===== config.mk =====
export PLATFORM = sky130hd
export DESIGN_NAME = writeback_queue_flat
export DESIGN_NICKNAME = d
export VERILOG_FILES = /design/src/rtl/writeback_queue_if.sv /design/src/rtl/writeback_queue.sv /design/src/flat_wrapper.sv
export SDC_FILE = /design/constraint.sdc
export NUM_CORES = 1
export LEC_CHECK = 0
export CORE_AREA = 4 4 178 180
export CTS_BUF_LIST = sky130_fd_sc_hd__clkbuf_16
export DETAILED_ROUTE_END_ITERATION = 8
export DIE_AREA = 0 0 182 184
export PLACE_DENSITY_LB_ADDON = 0.12
export REMOVE_ABC_BUFFERS = 1
export SLEW_MARGIN = 40
export SYNTH_ARGS = -nofsm -noshare
export SYNTH_HDL_FRONTEND = slang
export SYNTH_SLANG_ARGS = --single-unit

===== constraint.sdc =====
create_clock -name clk -period 10.7 [get_ports clk]
set_input_delay 3.21 -clock clk [delete_from_list [all_inputs] [get_ports clk]]
set_output_delay 3.21 -clock clk [all_outputs]
set_load 0.01 [all_outputs]

===== src/rtl/writeback_queue_if.sv =====
// Bundle between the execute/load stage, the write-back queue and the register file.
// Also carries the decode-stage hazard query and the occupancy count.
interface writeback_queue_if #(
    parameter int DEPTH = 4
);
    localparam int CNT_W = $clog2(DEPTH) + 1;

    logic             in_valid;
    logic             in_ready;
    logic [5:0]       in_opcode;
    logic [4:0]       in_rd;
    logic [63:0]      in_data;
    logic             wb_valid;
    logic             wb_ready;
    logic             RegWrite;
    logic [4:0]       wb_rd;
    logic [63:0]      WriteData;
    logic [4:0]       rs;
    logic [4:0]       rt;
    logic             hazard_rs;
    logic             hazard_rt;
    logic [CNT_W-1:0] count;

    modport master (
        output in_valid, in_opcode, in_rd, in_data, wb_ready, rs, rt,
        input  in_ready, wb_valid, RegWrite, wb_rd, WriteData, hazard_rs, hazard_rt, count
    );

    modport slave (
        input  in_valid, in_opcode, in_rd, in_data, wb_ready, rs, rt,
        output in_ready, wb_valid, RegWrite, wb_rd, WriteData, hazard_rs, hazard_rt, count
    );
endinterface


===== src/rtl/writeback_queue.sv =====
// Write-back queue: formats load results at enqueue, then retires them in order
// to the register file write port while flagging RAW hazards on queued rds.
module writeback_queue #(
    parameter int DEPTH = 4,
    localparam int PTR_W = $clog2(DEPTH)
) (
    input  logic             clk,
    input  logic             rst_n,
    writeback_queue_if.slave bus
);
    localparam int CNT_W = PTR_W + 1;

    logic [PTR_W-1:0] headPtr_q, headPtr_d;
    logic [PTR_W-1:0] tailPtr_q, tailPtr_d;
    logic [CNT_W-1:0] count_q, count_d;
    logic [63:0]      dataMem_q [DEPTH];
    logic [4:0]       rdMem_q   [DEPTH];

    logic             inReady;
    logic             wbValid;
    logic             doEnq;
    logic             doDeq;
    logic [63:0]      fmtData;
    logic             hazRs;
    logic             hazRt;
    logic [PTR_W-1:0] slot;

    // Handshake outputs are held inactive while reset is asserted so no write escapes the reset cycle.
    assign inReady = rst_n && (count_q != CNT_W'(DEPTH));
    assign wbValid = rst_n && (count_q != '0);
    assign doEnq   = bus.in_valid && inReady;
    assign doDeq   = wbValid && bus.wb_ready;

    assign bus.in_ready  = inReady;
    assign bus.wb_valid  = wbValid;
    assign bus.RegWrite  = doDeq;
    assign bus.wb_rd     = rdMem_q[headPtr_q];
    assign bus.WriteData = dataMem_q[headPtr_q];
    assign bus.count     = count_q;
    assign bus.hazard_rs = hazRs;
    assign bus.hazard_rt = hazRt;

    always_comb begin
        fmtData = bus.in_data;
        case (bus.in_opcode)
            6'd34:   fmtData = {56'd0, bus.in_data[7:0]};
            6'd40:   fmtData = {48'd0, bus.in_data[15:0]};
            6'd42:   fmtData = {{48{bus.in_data[15]}}, bus.in_data[15:0]};
            6'd32:   fmtData = {32'd0, bus.in_data[31:0]};
            default: fmtData = bus.in_data;
        endcase
    end

    always_comb begin
        headPtr_d = headPtr_q;
        tailPtr_d = tailPtr_q;
        count_d   = count_q;
        if (doEnq) begin
            tailPtr_d = tailPtr_q + PTR_W'(1);
        end
        if (doDeq) begin
            headPtr_d = headPtr_q + PTR_W'(1);
        end
        case ({doEnq, doDeq})
            2'b10:   count_d = count_q + CNT_W'(1);
            2'b01:   count_d = count_q - CNT_W'(1);
            default: count_d = count_q;
        endcase
    end

    // Walk occupied slots from the head; the entry retiring this cycle is still occupied.
    always_comb begin
        hazRs = 1'b0;
        hazRt = 1'b0;
        slot  = headPtr_q;
        for (int i = 0; i < DEPTH; i++) begin
            slot = headPtr_q + PTR_W'(i);
            if (rst_n && (CNT_W'(i) < count_q)) begin
                if (rdMem_q[slot] == bus.rs) hazRs = 1'b1;
                if (rdMem_q[slot] == bus.rt) hazRt = 1'b1;
            end
        end
    end

    always_ff @(posedge clk) begin
        if (!rst_n) begin
            headPtr_q <= '0;
            tailPtr_q <= '0;
            count_q   <= '0;
        end else begin
            headPtr_q <= headPtr_d;
            tailPtr_q <= tailPtr_d;
            count_q   <= count_d;
        end
    end

    always_ff @(posedge clk) begin
        if (doEnq) begin
            dataMem_q[tailPtr_q] <= fmtData;
            rdMem_q[tailPtr_q]   <= bus.in_rd;
        end
    end
endmodule

===== src/flat_wrapper.sv =====
// flat-port wrapper written by rule: the top's interface ports become plain ports
module writeback_queue_flat 
#(
    parameter int DEPTH = 4,
    localparam int PTR_W = $clog2(DEPTH)
)
  (clk, rst_n, bus_in_valid, bus_in_opcode, bus_in_rd, bus_in_data, bus_wb_ready, bus_rs, bus_rt, bus_in_ready, bus_wb_valid, bus_RegWrite, bus_wb_rd, bus_WriteData, bus_hazard_rs, bus_hazard_rt, bus_count);
  writeback_queue_if #(.DEPTH(DEPTH)) bus_i ();
  input  logic clk;
  input  logic rst_n;
  input wire logic [$bits(bus_i.in_valid)-1:0] bus_in_valid;
  input wire logic [$bits(bus_i.in_opcode)-1:0] bus_in_opcode;
  input wire logic [$bits(bus_i.in_rd)-1:0] bus_in_rd;
  input wire logic [$bits(bus_i.in_data)-1:0] bus_in_data;
  input wire logic [$bits(bus_i.wb_ready)-1:0] bus_wb_ready;
  input wire logic [$bits(bus_i.rs)-1:0] bus_rs;
  input wire logic [$bits(bus_i.rt)-1:0] bus_rt;
  output wire logic [$bits(bus_i.in_ready)-1:0] bus_in_ready;
  output wire logic [$bits(bus_i.wb_valid)-1:0] bus_wb_valid;
  output wire logic [$bits(bus_i.RegWrite)-1:0] bus_RegWrite;
  output wire logic [$bits(bus_i.wb_rd)-1:0] bus_wb_rd;
  output wire logic [$bits(bus_i.WriteData)-1:0] bus_WriteData;
  output wire logic [$bits(bus_i.hazard_rs)-1:0] bus_hazard_rs;
  output wire logic [$bits(bus_i.hazard_rt)-1:0] bus_hazard_rt;
  output wire logic [$bits(bus_i.count)-1:0] bus_count;
  assign bus_i.in_valid = bus_in_valid;
  assign bus_i.in_opcode = bus_in_opcode;
  assign bus_i.in_rd = bus_in_rd;
  assign bus_i.in_data = bus_in_data;
  assign bus_i.wb_ready = bus_wb_ready;
  assign bus_i.rs = bus_rs;
  assign bus_i.rt = bus_rt;
  assign bus_in_ready = bus_i.in_ready;
  assign bus_wb_valid = bus_i.wb_valid;
  assign bus_RegWrite = bus_i.RegWrite;
  assign bus_wb_rd = bus_i.wb_rd;
  assign bus_WriteData = bus_i.WriteData;
  assign bus_hazard_rs = bus_i.hazard_rs;
  assign bus_hazard_rt = bus_i.hazard_rt;
  assign bus_count = bus_i.count;
  writeback_queue #(.DEPTH(DEPTH)) u_core (.clk(clk), .rst_n(rst_n), .bus(bus_i));
endmodule

==> results of run 1 <==
## path summary, 6_finish.rpt
path | start | to | slack (ps) | depth (start not counted)
min reg2reg | u_core.tailPtr_q[1] | u_core.tailPtr_q[1] | 520 | 2
min | u_core.tailPtr_q[1] | u_core.tailPtr_q[1] | 520 | 2
max reg2reg | u_core.bus.count[0] | u_core.rdMem_q[3][3] | 8150 | 5
max | rst_n | bus_hazard_rs | 2290 | 5
## cell families after synthesis
logic type	count (synthesis)	share of synthesized area, %
DFF	285	71.5
and+or+nand+nor	147	5.63
muxes	85	16.4
xor gates and xnor gates	45	3.33
buffers and inverters	42	1.75
AOI/OAI and AO/OA	10	0.486
adders and majority gates	9	0.951
## registers in the layout, summed over array words and instances (netlist names), named ones only
name and cells:
u_core.dataMem_q 256, u_core.rdMem_q 20, u_core.bus.count 3, u_core.headPtr_q 2, u_core.tailPtr_q 2
## routing by layer
layer | global-route usage [%] | vias up | part of all wire, %
met4 | 3.33 | 2 | 1.8
met3 | 3.07 | 36 | 6.3
met5 | 0 | - | 0.052
met1 | 19.8 | 3212 | 43
met2 | 25.0 | 176 | 49
li1 | - | 2802 | -
## critical path: stages
cell and delay [ps]:
clkdlybuf4s50_1 630, o21ai_0 230, nor3_1 90, or4_1 530, clkdlybuf4s50_1 500
## final cells by class
| class | instances | area share (%) |
|---|---|---|
| Inverter | 5 | 0.126 |
| Sequential cell | 285 | 57.1 |
| Timing Repair Buffer | 175 | 12.0 |
| Tap cell | 396 | 3.34 |
| Clock inverter | 24 | 0.970 |
| Clock buffer | 29 | 4.89 |
| Multi-Input combinational cell | 296 | 21.5 |
## where the power goes
part | switching (mW) | internal (mW)
Combinational | 0.117 | 0.146
Sequential | 0.0148 | 1.26
Clock | 0.404 | 0.516
Total | 0.536 | 1.92
## through the flow
step	hold slack, ps	utilization, %
global placement	500	46.0
floorplan	469	-
detailed placement	519	46.1
global route	570	49.1
finish	523	49.1
CTS	526	49.0
## layout by cell type (no fill, tap or decap), types with 4 or more instances in the layout
master,count
buf_6,6
dfxtp_1,6
and3_4,4
xnor2_1,36
and2_1,16
mux4_1,10
clkbuf_16,29
inv_1,7
xor2_1,9
o21ai_0,4
mux4_2,74
clkdlybuf4s50_1,165
nand2_1,101
clkinv_2,8
edfxtp_1,276
nand4_1,9
nor3_1,8
clkinv_1,9
ha_1,9
==> results.toml, run 1 <==
[layout]
area_delta_synth_final_pct = 25.2
drive_gt1_share_pct = 16.5
fin_area_um2 = 14800
multi_input_area_um2 = 3190
regArea_um2 = 8480
final_cell_count_no_fill = 1210
num-fill-cells = 2500
finish.net_count = 890
diodes = 0

[sta]
min_period_over_period_pct = 78.6
final_hold_viol_count = 0
tightest_slew_ps = 831
finalSetupViolCount = 0
setup_ws_ps = 2290
fin_skew_ps = 6.66
layout_min_cycle_time_ps = 8410
rsz0062_at_grt = "false"
slew_viol_final = 0
tns_ps = 0
relSlewSlack_pct = 44.6
fmax_mhz = 119

[floorplan]
num_rows = 64
core_area_um2 = 30200
design.die.area_um2 = 33500
die_y_um = 184
fp.dieW_um = 182
io_pins = 166
start_util_pct = 39.2

[min_path]
hold_path_class = "flop to flop"

[synth]
yosysMostFrequentCell = "edfxtp_1"
synth_area_um2 = 11800
synth.yosys.warnings = 0
synth_top_cell_by_area = "edfxtp_1"
async_reset_ff_share_pct = 0
synth_area_leaders = "edfxtp_1 70%, mux4_2 14%, nand2_1 3.2%, xnor2_1 2.7%, mux4_1 2.2%"
synthFlopType = "edfxtp_1"
netlist_instances = 623
seq_area_frac_synth_pct = 71.5
ys_seq_elements = 285
synth_top_area_share_pct = 70.0
synth_edf_count = 276
syn_area_per_cell_um2 = 19.0
synthTopCellsByCount = "276 x edfxtp_1, 101 x nand2_1, 74 x mux4_2, 36 x xnor2_1, 20 x clkbuf_1"
synth.distinct_cells = 32

[cts]
cts_sinks = 285
cts_tree = "built"
cts_root_buffer = "clkbuf_16"
cts_setup_buffers = 0
ctsHtreeMaxLevel = 1
numCtsBuffers = 29
clockBufferDepth = 3
clk_latency_ps = 540
clkSlewWorstSetupHoldPaths_ps = 60
cts_resized = 0
postCtsHoldBufs = 0

[route]
drtIter0Drc = 329
ant_nets = 0
firstDrtPassIters = 6
detail_route.wl_per_cell_um = 20.8
vias = 6228
avgViaCountPerCell = 5.15
wirelength_mm = 25.1
post-route-drc-count = 0

[worst_setup_path]
path_class = "input port to output port"
setup.worst_path.end_class = "output port"
worstPathMaxFanout = 15
worstPathRequired_ps = 7490
cp_data_arrival_time_ps = 5200
critPathLaunchType = "input port"

[placement]
hpwl_mm = 14.3
place_area_um2 = 13900
place.gp.congestion = 0.848
io_buffer_count = 165
place_inst = 1155
preCtsSetupSlack_ps = 2300

[pwr]
power_per_cell_area_nw_per_um2 = 166
power_mw = 2.46
vdd_drop_max_uv = 113
total_leakage_power_nw = 4.89

[global_routing]
grt_pass1_vias = 6738
grt_use_total_pct = 14.7
grt_max_degree = 70
grt_pass1_wl_mm = 38.4
grt-ovfl-total = 0
antenna_found_initial = 1

[run]
drv_cap = 0

[outcome]
status = "completed"
(Power assumes the default switching activity.)
==> inputs of run 2 (changes only) <==
==> constraint.sdc (replaced) <==
create_clock -name clk -period 6.8 [get_ports clk]
set_input_delay 2.04 -clock clk [delete_from_list [all_inputs] [get_ports clk]]
set_output_delay 2.04 -clock clk [all_outputs]
set_load 0.01 [all_outputs]
==> results.toml, run 2 (synthesized netlist as in run 1, its figures left out) <==
[worst_setup_path]
crit_path_cell_trace = "clkdlybuf4s50_1 > o21ai_0 > nor3_1 > or4_1 > clkdlybuf4s50_1"
cp_data_arrival_time_ps = 4030
cpMaxStageDelayCell = "clkdlybuf4s50_1"
setup.worst_path.end_class = "output port"
cp_num_buf_inv = 2
cp_top_family = "buffers and inverters"
critPathLaunchType = "input port"
worstPathMaxFanout = 15
max_stage_delay_ps = 630
worstSetupPathDepth = 5
crit_path_frequent_cell = "clkdlybuf4s50_1"
path_class = "input port to output port"
r2r_cells = 6
worstPathRequired_ps = 4760

[floorplan]
design.die.area_um2 = 33500
start_util_pct = 39.2
fp.dieW_um = 182
core_area_um2 = 30200
die_y_um = 184
num_rows = 64
io_pins = 166

[route]
wirelength_mm = 25.7
ant_nets = 0
detail_route.wl_per_cell_um = 21.1
drtIter0Drc = 338
avgViaCountPerCell = 5.14
post-route-drc-count = 0
firstDrtPassIters = 5
vias = 6258

[cts]
clkSlewWorstSetupHoldPaths_ps = 60
clockBufferDepth = 3
clk_latency_ps = 540
cts_setup_buffers = 0
cts_resized = 0
cts_sinks = 285
ctsHtreeMaxLevel = 1
postCtsHoldBufs = 0
cts_root_buffer = "clkbuf_16"
numCtsBuffers = 30
cts_tree = "built"

[global_routing]
top_usage_layer = "met2"
met1_usage_pct = 20.5
grt_pass1_vias = 6889
grt-ovfl-total = 0
grt_use_total_pct = 15.2
antenna_found_initial = 0
grt_util_met2_pct = 25.8
grtUsageMet3_pct = 3.23
grt_max_degree = 49
grt_pass1_wl_mm = 39.7

[layout]
finish.net_count = 897
top_register = "u_core.dataMem_q"
drive_gt1_share_pct = 17.3
layout_common_cells = "276 x edfxtp_1, 165 x clkdlybuf4s50_1, 101 x nand2_1, 74 x mux4_2, 36 x xnor2_1"
area_delta_synth_final_pct = 27.5
final_common_cell = "edfxtp_1"
final_cell_count_no_fill = 1218
diodes = 0
largest_register_ffs = 256

[sta]
fin_skew_ps = 8.80
layout_min_cycle_time_ps = 6070
fmax_mhz = 165
min_period_over_period_pct = 89.2
tns_ps = 0
finalSetupViolCount = 0
final_hold_viol_count = 0
slew_viol_final = 0
relSlewSlack_pct = 53.7
tightest_slew_ps = 693
rsz0062_at_grt = "false"

[pwr]
total_leakage_power_nw = 5.04
vdd_drop_max_uv = 191
power_per_cell_area_nw_per_um2 = 275

[placement]
place.gp.congestion = 0.843
hpwl_mm = 16.1
io_buffer_count = 165
place_inst = 1162

[run]
drv_cap = 0

[outcome]
status = "completed"

[min_path]
hold_path_depth = 2
hold_path_class = "flop to flop"
## run 2: cell types whose count changed in the layout (fill, tap and decap cells not counted), sizes merged
cell	delta
clkinv	-7
bufinv	+6
inv	+3
clkinvlp	-2
buf	+6
clkbuf	+2
## run 2: metrics by stage
stage	setup slack [ps]	total power, mW	utilization (%)	instance area [um^2]	hold slack, ps
floorplan	275	2.25	-	11700	469
global placement	773	2.45	46.0	13900	500
detailed placement	736	2.47	46.5	14000	514
CTS	722	4.20	50.0	15100	523
global route	613	4.31	50.0	15100	571
finish	734	4.15	50.0	15100	521
## run 2: worst paths after layout
kind | startpoint | endpoint | slack (ps)
max | rst_n | bus_hazard_rs | 730
min | u_core.tailPtr_q[1] | u_core.tailPtr_q[1] | 520
max reg2reg | u_core.bus.count[0] | u_core.dataMem_q[2][25] | 4150
min reg2reg | u_core.tailPtr_q[1] | u_core.tailPtr_q[1] | 520
## run 2: area by class of cell
| cell class | count | area (um^2) |
|---|---|---|
| clock buffer | 31 | 776 |
| clock inverter | 24 | 285 |
| fill | 2450 | 15100 |
| inverter | 5 | 18.8 |
| multi-input combinational | 296 | 3190 |
| sequential | 285 | 8480 |
| tap | 396 | 495 |
| timing repair buffer | 181 | 1860 |
## run 2: power by group
part,total (mW),switching (mW),internal [mW]
combinational,0.419,0.186,0.233
clock,1.72,0.637,1.08
sequential,2.01,0.0244,1.98
## run 2: per-layer routing
layer / wire (um) / share of wire, % / vias up
li1: - / - / 2819
met1: 11100 / 43 / 3229
met2: 12600 / 49 / 172
met3: 1520 / 5.9 / 38
met4: 424 / 1.7 / 0
met5: 0 / 0 / -
## run 2: worst register-to-register path, stage by stage (launching register included)
cell and delay [ps]:
dfxtp_1 470, inv_1 130, ha_1 230, a21boi_1 390
and3_4 600, buf_12 270, buf_4 270
==> inputs of run 3 (changes only) <==
--- a/config.mk
+++ b/config.mk
@@ -9,9 +9,10 @@
 export CTS_BUF_LIST = sky130_fd_sc_hd__clkbuf_16
 export DETAILED_ROUTE_END_ITERATION = 8
 export DIE_AREA = 0 0 182 184
-export PLACE_DENSITY_LB_ADDON = 0.12
+export PLACE_DENSITY_LB_ADDON = 0.2
 export REMOVE_ABC_BUFFERS = 1
 export SLEW_MARGIN = 40
 export SYNTH_ARGS = -nofsm -noshare
 export SYNTH_HDL_FRONTEND = slang
 export SYNTH_SLANG_ARGS = --single-unit
+export TNS_END_PERCENT = 50
==> results.toml, run 3 (synthesized netlist as in run 1, its figures left out) <==
[route]
drtIter0Drc = 370
vias = 6267
post-route-drc-count = 0
avgViaCountPerCell = 5.18
wirelength_mm = 25.2
ant_nets = 0
firstDrtPassIters = 4
detail_route.wl_per_cell_um = 20.8

[worst_setup_path]
r2r_cells = 6
cpMaxStageDelayCell = "clkdlybuf4s50_1"
setup.worst_path.end_class = "output port"
cp_top_family = "buffers and inverters"
cp_num_buf_inv = 2
crit_path_frequent_cell = "clkdlybuf4s50_1"
crit_path_cell_trace = "clkdlybuf4s50_1 > o31ai_1 > nor3_1 > or4_1 > clkdlybuf4s50_1"
path_class = "input port to output port"
r2r_start = "u_core.bus.count[0]"
r2r-end = "u_core.dataMem_q[0][36]"
r2r_slack_ps = 4030
critPathLaunchType = "input port"
cp_data_arrival_time_ps = 4060
max_stage_delay_ps = 640
worstPathRequired_ps = 4760
worstPathMaxFanout = 15

[pwr]
power_per_cell_area_nw_per_um2 = 257
swShare_pct = 21.5
internal_power_mw = 3.00
p_comb_share_pct = 10.7
seq_power_share_pct = 52.7
switching_power_uw = 821
total_leakage_power_nw = 4.91
p_clk_share_pct = 36.6
vdd_drop_max_uv = 139
power_mw = 3.82

[global_routing]
grt-ovfl-total = 0
antenna_found_initial = 0
grt_pass1_wl_mm = 39.0
grt_max_degree = 39
grt_pass1_vias = 6992
grt_use_total_pct = 14.8

[run]
drv_cap = 0

[placement]
place_inst = 1161
place.gp.congestion = 0.849
hpwl_mm = 16.1
place_area_um2 = 14000
io_buffer_count = 165
preCtsSetupSlack_ps = 712

[layout]
layout_common_cells = "276 x edfxtp_1, 165 x clkdlybuf4s50_1, 101 x nand2_1, 74 x mux4_2, 36 x xnor2_1"
num-fill-cells = 2458
fin_area_um2 = 14900
finish.net_count = 895
top_register = "u_core.dataMem_q"
area_delta_synth_final_pct = 25.5
largest_register_ffs = 256
drive_gt1_share_pct = 16.3
diodes = 0
final_util_pct = 49.2
final_common_cell = "edfxtp_1"
final_cell_count_no_fill = 1210

[floorplan]
io_pins = 166
fp.dieW_um = 182
start_util_pct = 39.2
num_rows = 64
core_area_um2 = 30200
design.die.area_um2 = 33500
die_y_um = 184

[sta]
tns_ps = 0
min_period_over_period_pct = 89.7
rsz0062_at_grt = "false"
final_hold_viol_count = 0
fmax_mhz = 164
finalSetupViolCount = 0
layout_min_cycle_time_ps = 6100
slew_viol_final = 0
hold-worst-slack_ps = 516
relSlewSlack_pct = 51.5
setup_ws_ps = 702
fin_skew_ps = 19.6
tightest_slew_ps = 728

[cts]
clkSlewWorstSetupHoldPaths_ps = 60
clockBufferDepth = 3
cts_setup_buffers = 0
ctsHtreeMaxLevel = 1
numCtsBuffers = 30
clk_latency_ps = 540
cts_resized = 0
cts_root_buffer = "clkbuf_16"
cts_tree = "built"
cts_sinks = 285
postCtsHoldBufs = 0

[min_path]
hold_path_depth = 2
min_to = "u_core.tailPtr_q[1]"
hold_start = "u_core.tailPtr_q[1]"
hold_path_class = "flop to flop"

[outcome]
status = "completed"
-- run 3: changes by cell type in the layout (fill, tap and decap cells not counted) --
| cell | previous run | this run |
|---|---|---|
| bufinv_16 | 7 | 0 |
| clkinv_1 | 5 | 9 |
| buf_12 | 7 | 4 |
| inv_1 | 11 | 9 |
| buf_16 | 0 | 1 |
| buf_4 | 8 | 7 |
| buf_6 | 1 | 2 |
| clkbuf_16 | 31 | 30 |
| clkinv_2 | 5 | 4 |
| clkinv_8 | 0 | 1 |
| clkinvlp_4 | 0 | 1 |
| inv_6 | 1 | 0 |
| o21ai_1 | 1 | 0 |
| o21ai_2 | 0 | 1 |
-- run 3: worst register-to-register path, stage by stage (launching register included) --
cell and delay, ps:
dfxtp_1 470, inv_1 130, ha_1 240, a21boi_1 430, and3_4 540, buf_12 280
buf_4 360
-- run 3: how the worst max path moves through the flow --
stage | start | endpoint | slack, ps | cells after the start
final | rst_n | bus_hazard_rs | 700 | 5
after global routing | rst_n | bus_hazard_rs | 610 | 5
after CTS | rst_n | bus_hazard_rs | 710 | 5
after detailed placement | rst_n | bus_hazard_rs | 710 | 5
after global placement | rst_n | bus_hazard_rs | 800 | 5
after floorplan | flop | bus_hazard_rt | 280 | 5
-- run 3: layout make-up --
| class | count | area [um^2] | area share (%) |
|---|---|---|---|
| clock buffer | 30 | 751 | 5.05 |
| clock inverter | 19 | 92.6 | 0.623 |
| inverter | 5 | 18.8 | 0.126 |
| multi-input combinational | 296 | 3200 | 21.5 |
| sequential | 285 | 8480 | 57.0 |
| tap | 396 | 495 | 3.33 |
| timing repair buffer | 179 | 1830 | 12.3 |
-- run 3: routing by layer --
layer / vias to the layer above / share of wire, % / GRT usage (%)
li1: 2809 / - / -
met1: 3217 / 43 / 19.9
met2: 198 / 49 / 24.9
met3: 43 / 6.5 / 3.38
met4: 0 / 1.8 / 3.36
met5: - / 0 / 0
-- run 3: power by group through the flow --
stage	Clock (mW)	Sequential, mW	Combinational, mW
2_1_floorplan	0	2.05	0.200
3_3_place_gp	0	2.05	0.400
3_5_place_dp	0	2.05	0.415
4_1_cts	1.44	2.02	0.418
5_1_grt	1.52	2.02	0.442
6_report	1.40	2.01	0.410
